`config.mk`:
```
export PLATFORM = sky130hd
export DESIGN_NAME = demux16_stream
export DESIGN_NICKNAME = d
export VERILOG_FILES = /design/src/rtl/demux16_stream.sv
export SDC_FILE = /design/constraint.sdc
export NUM_CORES = 1
export LEC_CHECK = 0
export ABC_AREA = 1
export BUFFER_PORTS_ARGS = -buffer_cell sky130_fd_sc_hd__buf_2
export CAP_MARGIN = 5
export CORE_MARGIN = 2
export CORE_UTILIZATION = 45
export DETAILED_ROUTE_END_ITERATION = 6
export GPL_TIMING_DRIVEN = 0
export PLACE_DENSITY = 0.75
export SLEW_MARGIN = 20
export SYNTH_ARGS = -nofsm -noshare
export SYNTH_HDL_FRONTEND = slang
export SYNTH_SLANG_ARGS = --single-unit
export TNS_END_PERCENT = 5
```
`constraint.sdc`:
```
create_clock -name clk -period 1 [get_ports clk]
set_input_delay 0.2 -clock clk [delete_from_list [all_inputs] [get_ports clk]]
set_output_delay 0.2 -clock clk [all_outputs]
set_load 0.1 [all_outputs]
```
`src/rtl/demux16_stream.sv`:
```
// demux16_stream: registered 1-to-2 word demultiplexer with valid/ready handshakes and per-channel beat counters
module demux16_stream #(
   parameter int W  = 16,
   parameter int CW = 8
) (
   input  logic          clk,
   input  logic          rst_n,
   input  logic [W-1:0]  IN,
   input  logic          s,
   input  logic          in_valid,
   output logic          in_ready,
   output logic [W-1:0]  X,
   output logic          x_valid,
   input  logic          x_ready,
   output logic [W-1:0]  Y,
   output logic          y_valid,
   input  logic          y_ready,
   output logic [CW-1:0] x_count,
   output logic [CW-1:0] y_count
);
   logic [W-1:0] xr, yr;
   logic xf, yf, x_pop, y_pop, x_load, y_load;
   assign x_pop = xf && x_ready;
   assign y_pop = yf && y_ready;
   assign X = xr;
   assign Y = yr;
   assign x_valid = xf;
   assign y_valid = yf;
   // readiness follows only the targeted channel, so a stalled target blocks the input
   always_comb begin
      in_ready = s ? (!yf || y_ready) : (!xf || x_ready);
      x_load = in_valid && in_ready && !s;
      y_load = in_valid && in_ready && s;
   end
   // holding registers refill on the same edge they are popped, counters count pops
   always_ff @(posedge clk or negedge rst_n) begin
      if (!rst_n) begin
         xr <= '0;
         yr <= '0;
         xf <= 1'b0;
         yf <= 1'b0;
         x_count <= '0;
         y_count <= '0;
      end else begin
         if (x_load) begin
            xr <= IN;
            xf <= 1'b1;
         end else if (x_pop) xf <= 1'b0;
         if (y_load) begin
            yr <= IN;
            yf <= 1'b1;
         end else if (y_pop) yf <= 1'b0;
         if (x_pop) x_count <= x_count + 1'b1;
         if (y_pop) y_count <= y_count + 1'b1;
      end
   end
endmodule

```
==> reports/qor.yml, run 1 <==
outcome: "finished, violations left"
violations: "negative hold slack, negative setup slack"
diodes: 0
ir_drop_uv: 1830
wl_per_cell_um: 15.8
syn_nets: 236
hold_viol: 50
grt.total_usage: 0.217
syn-cell-area_um2: 2210
cts_max_path_buffers: 2
cp_max_fo: 2
place.gp.congestion: 0.740
yosys.area.top_type_share: 0.566
drt_pass1_iterations: 4
fp.coreArea_um2: 4720
mostFrequentLayoutCells: "50 x buf_12, 48 x nand2_1, 34 x dfrtp_1"
hold_slack_ps: -84.8
cts_tree: "built"
start_util: 0.468
period_minus_slack_ps: 1500
leakage_uw: 0.00180
crit_path_end_kind: "output port"
clk_latency_ps: 310
drtIter0Drc: 107
antenna_found_initial: 0
rsz0062_at_grt: "true"
viasPerCell: 4.86
fin_crit_sh: 1.50
vias: 1777
numCtsBuffers: 5
clock_tree.root_cell: "clkbuf_8"
final_common_cell: "buf_12"
clk_pin_slew_worst_paths_ps: 100
synth_warnings: 0
area_growth_syn_to_layout_pct: 68.0
worst_slack_ps: -496
globalRouteOverflowTotal: 0
htree_levels: 2
netlist-cell-type-count: 19
fin_worst_skew_ps: 15.8
drc: 0
setup_viol: 99
drive_gt1_frac: 0.559
antenna_left: 0
crit_arrival_ps: 1300
dp_hpwl_mm: 3.25
portBuffers: 72
ys_ff_latch: 50
die_y_um: 74.1
grt_max_degree: 51
dpl_cell_area_um2: 2760
die_width_um: 74.1
fin_setup_tns_ps: -20580
die-area_um2: 5490
cp-start-kind: "flip-flop"
max-cap-violations: 0
max_slew_margin: 0.565
syn_area_per_cell_um2: 10.4
required_ps: 800
yosysSeqAreaShare: 0.566
p_per_area_nw_per_um2: 2780
final_max_slew_viol_count: 0
routed_wl_mm: 5.79
cts.sinks: 50
rows: 25
final_nets: 322
worstMarginPinSlew_ps: 652
postLayoutCellArea_um2: 3720
hold_path_class: "in2async"
synth_area_leaders: "dfrtp_1 57%, o21ai_2 13%, nand2_1 8.7%, inv_1 4.9%, buf_6 3.1%"
timing_worst_setup_path_type: "reg2out"
syn_inst: 212
grt_pass1_wl_mm: 8.96
finalPower_uw: 10300
fin_util: 0.787
ioPinCount: 73
fmax_mhz: 668
grt_pass1_vias: 1849
synth_largest_area_cell: "dfrtp_1"
-- final timing paths --
path,start,endpoint,slack (ps),depth (start not counted)
min,rst_n,X[1],-80,1
min reg2reg,X[2],X[2],530,2
max in group asynchronous,rst_n,x_count[0],580,1
max reg2reg,x_valid,x_count[5],-350,7
max,x_valid,in_ready,-500,4
min in group clk,IN[1],X[1],170,3
-- registers in the layout (all words and copies together), names as in the netlist --
| name | count |
|---|---|
| y_valid | 1 |
| X | 16 |
| Y | 16 |
| x_count | 8 |
| x_valid | 1 |
| y_count | 8 |
-- per-stage QoR --
stage / worst slack, ps / cells / hold WS (ps)
final: -496 / 366 / -84.8
after global routing: -526 / 366 / -44.9
after CTS: -522 / 365 / -66.7
after detailed placement: -422 / 351 / 268
after global placement: -409 / 351 / 460
after floorplan: -587 / 212 / -95.6
-- cells by family (layout without fill, tap and decap cells) --
kind of cell	Yosys count	count (layout)	share of synthesized area
xor+xnor	9	9	0.0356
fa+ha+maj	2	2	0.0113
buf+inv	37	124	0.0831
flops	50	50	0.566
mux	2	2	0.0102
compound gates	34	34	0.132
simple gates	78	78	0.162
-- cell usage after synthesis --
cell	count
nand3_2	1
nand3b_4	1
xor2_1	4
nor2_2	4
inv_2	2
nand2_2	5
nand3_1	9
ha_1	2
dfrtp_1	50
buf_6	6
o21ai_2	32
mux2_2	2
nand4_1	4
inv_1	29
nor2_1	3
xnor2_1	5
a31oi_1	1
nand2_1	51
a21oi_1	1
-- report_power, final --
| part | leakage [uW] | internal [uW] | switching [uW] |
|---|---|---|---|
| Combinational | 0.00115 | 2100 | 3860 |
| Sequential | 0.000598 | 2510 | 669 |
| Clock | 0.0000456 | 500 | 685 |
| Total | 0.00180 | 5110 | 5220 |
-- metal layers --
layer,global-route usage,vias to the layer above,wire length (um)
met5,0,-,0
met4,0.101,0,166
met2,0.380,41,3230
li1,-,835,-
met3,0.0352,13,185
met1,0.262,888,2210
-- final cells by class --
type,count,area (um2)
clock buffer,6,72.6
multi-input combinational,125,893
sequential,50,1290
timing repair buffer,79,1180
tap,67,83.8
clock inverter,2,13.8
inverter,31,116
buffer,6,67.6
fill,267,1010
-- worst max-delay path, cell delays in order (launching register included) --
cell and delay, ps:
dfrtp_4 500, nand2_4 80, nor2_4 40, a31oi_4 170, buf_12 200
-- what timing repair did --
action,4_1_cts,5_1_grt
buffers inserted,6,2
endpoints found under the setup margin,95,101
pin swaps,3,2
hold endpoints to repair,50,50
gates resized for setup,204,17
Note: power is estimated with default switching activity, not from simulation.
==> inputs of run 2 (changes only) <==
--- a/config.mk
+++ b/config.mk
@@ -8,7 +8,7 @@
 export ABC_AREA = 1
 export BUFFER_PORTS_ARGS = -buffer_cell sky130_fd_sc_hd__buf_2
 export CAP_MARGIN = 5
-export CORE_MARGIN = 2
+export CORE_MARGIN = 4
 export CORE_UTILIZATION = 45
 export DETAILED_ROUTE_END_ITERATION = 6
 export GPL_TIMING_DRIVEN = 0
==> reports/qor.yml, run 2 (same netlist as run 1, synthesis figures left out) <==
viasPerCell: 4.75  # was 4.86
rsz0062_at_grt: "true"  # unchanged
fillers: 300  # was 267
clock_power_share: 0.139  # was 0.115
hold_path_class: "in2reg"  # was in2async
dp_cells: 352  # was 351
ir_drop_uv: 1790  # was 1830 uV
worstMarginPinSlew_ps: 301  # was 652 ps
ioPinCount: 73  # unchanged
rows: 25  # unchanged
die_width_um: 78.1  # was 74.1 um
timing_worst_setup_path_type: "reg2out"  # unchanged
numCtsBuffers: 5  # unchanged
max_slew_margin: 0.799  # was 0.565
cts_tree: "built"  # unchanged
r2r_slack_ps: -330  # was -350 ps
drtIter0Drc: 51  # was 107
clk_latency_ps: 300  # was 310 ps
crit_arrival_ps: 1280  # was 1300 ps
grt_pass1_wl_mm: 9.32  # was 8.96 mm
hold_viol: 0  # was 50
crit_path_cell_trace: "nand2_4, nor2_2, a31oi_4, buf_12"  # was nand2_4, nor2_4, a31oi_4, buf_12
fin_crit_sh: 1.48  # was 1.50
diodes: 0  # unchanged
globalRouteOverflowTotal: 0  # unchanged
final_nets: 322  # unchanged
place.gp.congestion: 0.774  # was 0.740
fin_util: 0.784  # was 0.787
final_common_cell: "buf_12"  # unchanged
fin_setup_tns_ps: -17580  # was -20580 ps
vias: 1739  # was 1777
p_per_area_nw_per_um2: 2830  # was 2780 nW/um2
leakage_uw: 0.00180  # about the same
die_y_um: 78.1  # was 74.1 um
crit_path_end_kind: "output port"  # unchanged
worst_slack_ps: -480  # was -496 ps
grt_pass1_vias: 1886  # was 1849
antenna_found_initial: 0  # unchanged
max-cap-violations: 0  # unchanged
routed_wl_mm: 5.61  # was 5.79 mm
mostFrequentLayoutCells: "52 x buf_12, 49 x nand2_1, 34 x dfrtp_1"  # was 50 x buf_12, 48 x nand2_1, 34 x dfrtp_1
p_sw_uw: 5120  # was 5220 uW
fmax_mhz: 676  # was 668 MHz
start_util: 0.465  # was 0.468
final_cells: 366  # unchanged
cp-start-kind: "flip-flop"  # unchanged
drt_pass1_iterations: 4  # unchanged
portBuffers: 72  # unchanged
drive_gt1_frac: 0.542  # was 0.559
final_max_slew_viol_count: 0  # unchanged
cts_max_path_buffers: 2  # unchanged
cts.sinks: 50  # unchanged
area_growth_syn_to_layout_pct: 68.4  # was 68.0%
fp.coreArea_um2: 4750  # was 4720 um2
grt.total_usage: 0.196  # was 0.217
grt_max_degree: 31  # was 51
die-area_um2: 6100  # was 5490 um2
dp_hpwl_mm: 3.41  # was 3.25 mm
critPathMaxStageDelay_ps: 490  # was 500 ps
antenna_left: 0  # unchanged
slowest_stage: "dfrtp_4"  # unchanged
period_minus_slack_ps: 1480  # was 1500 ps
clock_tree.root_cell: "clkbuf_8"  # unchanged
htree_levels: 2  # unchanged
drc: 0  # unchanged
cp_max_fo: 2  # unchanged
setup_viol: 99  # unchanged
fin_worst_skew_ps: 8.54  # was 15.8 ps
pwr-share-seq: 0.300  # was 0.308
p_sw_frac: 0.487  # was 0.505
wl_per_cell_um: 15.3  # was 15.8 um
violations: "negative setup slack"  # was negative hold slack, negative setup slack
combPwrFrac: 0.561  # was 0.577
outcome: "finished, violations left"  # unchanged
power_report.internal_total_uw: 5400  # was 5110 uW
clk_pin_slew_worst_paths_ps: 90  # was 100 ps
required_ps: 800  # about the same
## run 2: path summary, 6_finish.rpt
kind,from,to,cells past startpoint
max,x_valid,in_ready,4
min,IN[6],Y[6],3
max reg2reg,x_valid,x_count[1],4
min reg2reg,x_count[4],x_count[4],1
max in group asynchronous,rst_n,y_valid,3
min in group asynchronous,rst_n,Y[6],2
## run 2: layer usage
metal	GRT usage	vias up	part of all wire
li1	-	840	-
met2	0.368	37	0.57
met3	0.0378	6	0.028
met1	0.224	856	0.38
met4	0.0577	0	0.016
met5	0	-	0
## run 2: power groups by stage
stage / Clock (uW) / Combinational [uW] / Sequential, uW
2_1_floorplan: 0 / 770 / 5920
3_3_place_gp: 0 / 4450 / 2930
3_5_place_dp: 0 / 4490 / 2950
4_1_cts: 1490 / 5790 / 3130
5_1_grt: 1600 / 6100 / 3230
6_report: 1460 / 5900 / 3160
## run 2: area by class of cell
cell class	count	area, um2	area share
clock buffers	7	86.3	0.0232
repair buffers	79	1200	0.321
inverters	31	116	0.0312
plain buffers	6	67.6	0.0181
well taps	67	83.8	0.0225
flip-flops and latches	50	1290	0.345
multi-input cells	125	860	0.231
clock inverters	1	30.0	0.00806
## run 2: worst max-delay path, delay by kind of cell (launching register included)
family	cells	cell delay [ps]
AO/OA/AOI/OAI	1	170
buffers and inverters	1	200
flip-flops	1	490
AND/OR/NAND/NOR	2	120
## run 2: timing repair
action,CTS,global route
resized for setup,200,13
cloned,0,0
hold buffers,1,0
setup endpoints to repair,95,131
buffers inserted,4,1
pin swaps,1,3
endpoints found under the hold margin,20,0
## run 2: stage by stage
stage               cell area, um2  hold WS, ps  worst slack [ps]  total power, uW
CTS                           3660          174              -512            10400
global route                  3730          176              -536            10900
finish                        3730          176              -480            10500
floorplan                     2310        -95.6              -587             6690
detailed placement            2770          186              -418             7440
global placement              2750          460              -408             7380
==> inputs of run 3 (changes only) <==
--- a/config.mk
+++ b/config.mk
@@ -5,12 +5,12 @@
 export SDC_FILE = /design/constraint.sdc
 export NUM_CORES = 1
 export LEC_CHECK = 0
-export ABC_AREA = 1
 export BUFFER_PORTS_ARGS = -buffer_cell sky130_fd_sc_hd__buf_2
 export CAP_MARGIN = 5
 export CORE_MARGIN = 4
-export CORE_UTILIZATION = 45
+export CORE_UTILIZATION = 44
 export DETAILED_ROUTE_END_ITERATION = 6
+export GPL_ROUTABILITY_DRIVEN = 0
 export GPL_TIMING_DRIVEN = 0
 export PLACE_DENSITY = 0.75
 export SLEW_MARGIN = 20
==> reports/qor.yml, run 3 <==
outcome: "finished, violations left"  # unchanged
r2r_slack_ps: -440  # was -330 ps
synth_area_leaders: "dfrtp_1 61%, mux2_2 14%, mux2_4 7.3%, xor2_1 4.3%, nand2_1 2.4%"  # was dfrtp_1 57%, o21ai_2 13%, nand2_1 8.7%, inv_1 4.9%, buf_6 3.1%
portBuffers: 72  # unchanged
globalRouteOverflowTotal: 0  # unchanged
area_growth_syn_to_layout_pct: 66.0  # was 68.4%
vias: 1343  # was 1739
holdBufCountCts: 0  # was 1
p_sw_uw: 5210  # was 5120 uW
final_cells: 269  # was 366
grt_max_degree: 51  # was 31
syn_area_per_cell_um2: 15.2  # was 10.4 um2
cts.sinks: 50  # unchanged
die-area_um2: 5800  # was 6100 um2
r2r-end: "Y[6]"  # was x_count[1]
diodes: 0  # unchanged
r2r_start: "y_valid"  # was x_valid
fp.coreArea_um2: 4410  # was 4750 um2
clk_latency_ps: 300  # about the same
grt_pass1_wl_mm: 7.92  # was 9.32 mm
die_width_um: 76.2  # was 78.1 um
antenna_left: 0  # unchanged
mostFrequentLayoutCells: "48 x buf_12, 34 x dfrtp_1, 24 x mux2_2"  # was 52 x buf_12, 49 x nand2_1, 34 x dfrtp_1
wl_per_cell_um: 18.2  # was 15.3 um
dp_hpwl_mm: 2.74  # was 3.41 mm
numCtsBuffers: 5  # unchanged
fin_crit_sh: 1.49  # was 1.48
drive_gt1_frac: 0.677  # was 0.542
reg2regPathDepth: 5  # was 4
cp_max_fo: 4  # was 2
max-cap-violations: 0  # unchanged
leakage_uw: 0.00157  # was 0.00180 uW
synth_most_common_cell: "dfrtp_1"  # was nand2_1
ys.flop_type: "dfrtp_1"  # unchanged
crit_path_end_kind: "output port"  # unchanged
synth_largest_area_cell: "dfrtp_1"  # unchanged
yosysSeqAreaShare: 0.612  # was 0.566
drtIter0Drc: 39  # was 51
dp_cells: 259  # was 352
fin_worst_skew_ps: 10.9  # was 8.54 ps
rsz0062_at_grt: "true"  # unchanged
combPwrFrac: 0.585  # was 0.561
hold_path_class: "in2async"  # was in2reg
clk_pin_slew_worst_paths_ps: 80  # was 90 ps
ioPinCount: 73  # unchanged
ys_async_sr_fraction: 1.00  # unchanged
pwr-share-seq: 0.305  # was 0.300
power_report.internal_total_uw: 5110  # was 5400 uW
period_minus_slack_ps: 1490  # was 1480 ps
drc: 0  # unchanged
clock_power_share: 0.110  # was 0.139
die_y_um: 76.2  # was 78.1 um
max_slew_margin: 0.585  # was 0.799
rows: 24  # was 25
start_util: 0.463  # was 0.465
clock_tree.root_cell: "clkbuf_8"  # unchanged
required_ps: 800  # about the same
cp-start-kind: "flip-flop"  # unchanged
ir_drop_uv: 1590  # was 1790 uV
dpl_cell_area_um2: 2500  # was 2770 um2
crit_arrival_ps: 1290  # was 1280 ps
p_sw_frac: 0.505  # was 0.487
yosys.area.top_type_share: 0.612  # was 0.566
grt_pass1_vias: 1531  # was 1886
final_common_cell: "buf_12"  # unchanged
synthTopCellsByCount: "50 x dfrtp_1, 25 x mux2_2, 13 x nand2_1, 10 x mux2_4, 10 x xor2_1"  # was 51 x nand2_1, 50 x dfrtp_1, 32 x o21ai_2, 29 x inv_1, 9 x nand3_1
netlist-cell-type-count: 17  # was 19
timing_worst_setup_path_type: "reg2out"  # unchanged
hold_viol: 50  # was 0
htree_levels: 2  # unchanged
dpl_worst_slack_ps: -424  # was -418 ps
drt_pass1_iterations: 4  # unchanged
final_nets: 240  # was 322
syn-cell-area_um2: 2050  # was 2210 um2
final_max_slew_viol_count: 0  # unchanged
ys_ff_latch: 50  # unchanged
synth_warnings: 0  # unchanged
grt.total_usage: 0.173  # was 0.196
synth-edff-count: 0  # unchanged
cts_tree: "built"  # unchanged
worst_slack_ps: -494  # was -480 ps
p_per_area_nw_per_um2: 3040  # was 2830 nW/um2
routed_wl_mm: 4.89  # was 5.61 mm
violations: "negative hold slack, negative setup slack"  # was negative setup slack
postLayoutCellArea_um2: 3400  # was 3730 um2
worstMarginPinSlew_ps: 622  # was 301 ps
antenna_found_initial: 0  # unchanged
cts_max_path_buffers: 2  # unchanged
fmax_mhz: 669  # was 676 MHz
setup_viol: 96  # was 99
hold_slack_ps: -89.8  # was 176 ps
syn_nets: 159  # was 236
syn_inst: 135  # was 212
viasPerCell: 4.99  # was 4.75
## run 3: cell types whose count changed after synthesis, sizes merged, moves of 6 or more
cell   delta
nand2    -43
mux2     +33
o21ai    -32
inv      -31
nand3     -6
xor2      +6
## run 3: layer usage
metal | wire, um | track usage
met1 | 1820 | 0.188
met2 | 2720 | 0.314
met3 | 299 | 0.0579
met4 | 55 | 0.0524
met5 | 0 | 0
## run 3: logic make-up (layout without fill, tap and decap cells)
kind of cell,after synthesis,in the layout,synth area share
flip-flops,50,50,0.612
buffers and inverters,3,85,0.0208
XOR/XNOR,14,14,0.0599
multiplexers,35,35,0.211
AND/OR/NAND/NOR,31,31,0.0844
adder cells (fa/ha/maj),2,2,0.0122
## run 3: worst max-delay path by stage
stage / endpoint / start / slack [ps] / cells after the start
2_1_floorplan: Y[10] / y_valid / -540 / 5
3_3_place_gp: Y[10] / y_valid / -420 / 5
3_5_place_dp: Y[6] / y_valid / -420 / 5
4_1_cts: in_ready / x_valid / -500 / 3
5_1_grt: in_ready / x_valid / -530 / 3
6_report: in_ready / x_valid / -490 / 3
## run 3: power groups by stage
stage	Clock, uW	Sequential, uW	Combinational, uW
6_report	1130	3150	6040
5_1_grt	1260	3220	6200
4_1_cts	1180	3130	5920
3_5_place_dp	0	2910	4630
3_3_place_gp	0	2910	4600
2_1_floorplan	0	6140	654
## run 3: final cells by class
class                   count  area (um2)
flip-flops and latches     50        1280
repair buffers             74        1120
fillers                   262        1020
multi-input cells          82         806
clock buffers               6        72.6
well taps                  52        65.1
plain buffers               3        46.3
clock inverters             2        13.8
## run 3: through the flow
step	util	total power (uW)	TNS (ps)
3_3_place_gp	0.566	7510	-21930
6_report	0.769	10300	-18420
5_1_grt	0.769	10700	-22710
2_1_floorplan	-	6790	-23520
4_1_cts	0.751	10200	-19260
3_5_place_dp	0.566	7540	-22540
## run 3: worst max-delay path, stage by stage, from the launching register on
cell	delay [ps]
dfrtp_4	450
nand2b_4	80
mux2_4	290
buf_12	170
## run 3: timing repair
action / 4_1_cts / 5_1_grt
setup buffers: 0 / 1
setup endpoints to repair: 96 / 98
endpoints found under the hold margin: 0 / 50
gates cloned: 0 / 1
gates resized for setup: 195 / 11
pin swaps: 2 / 4
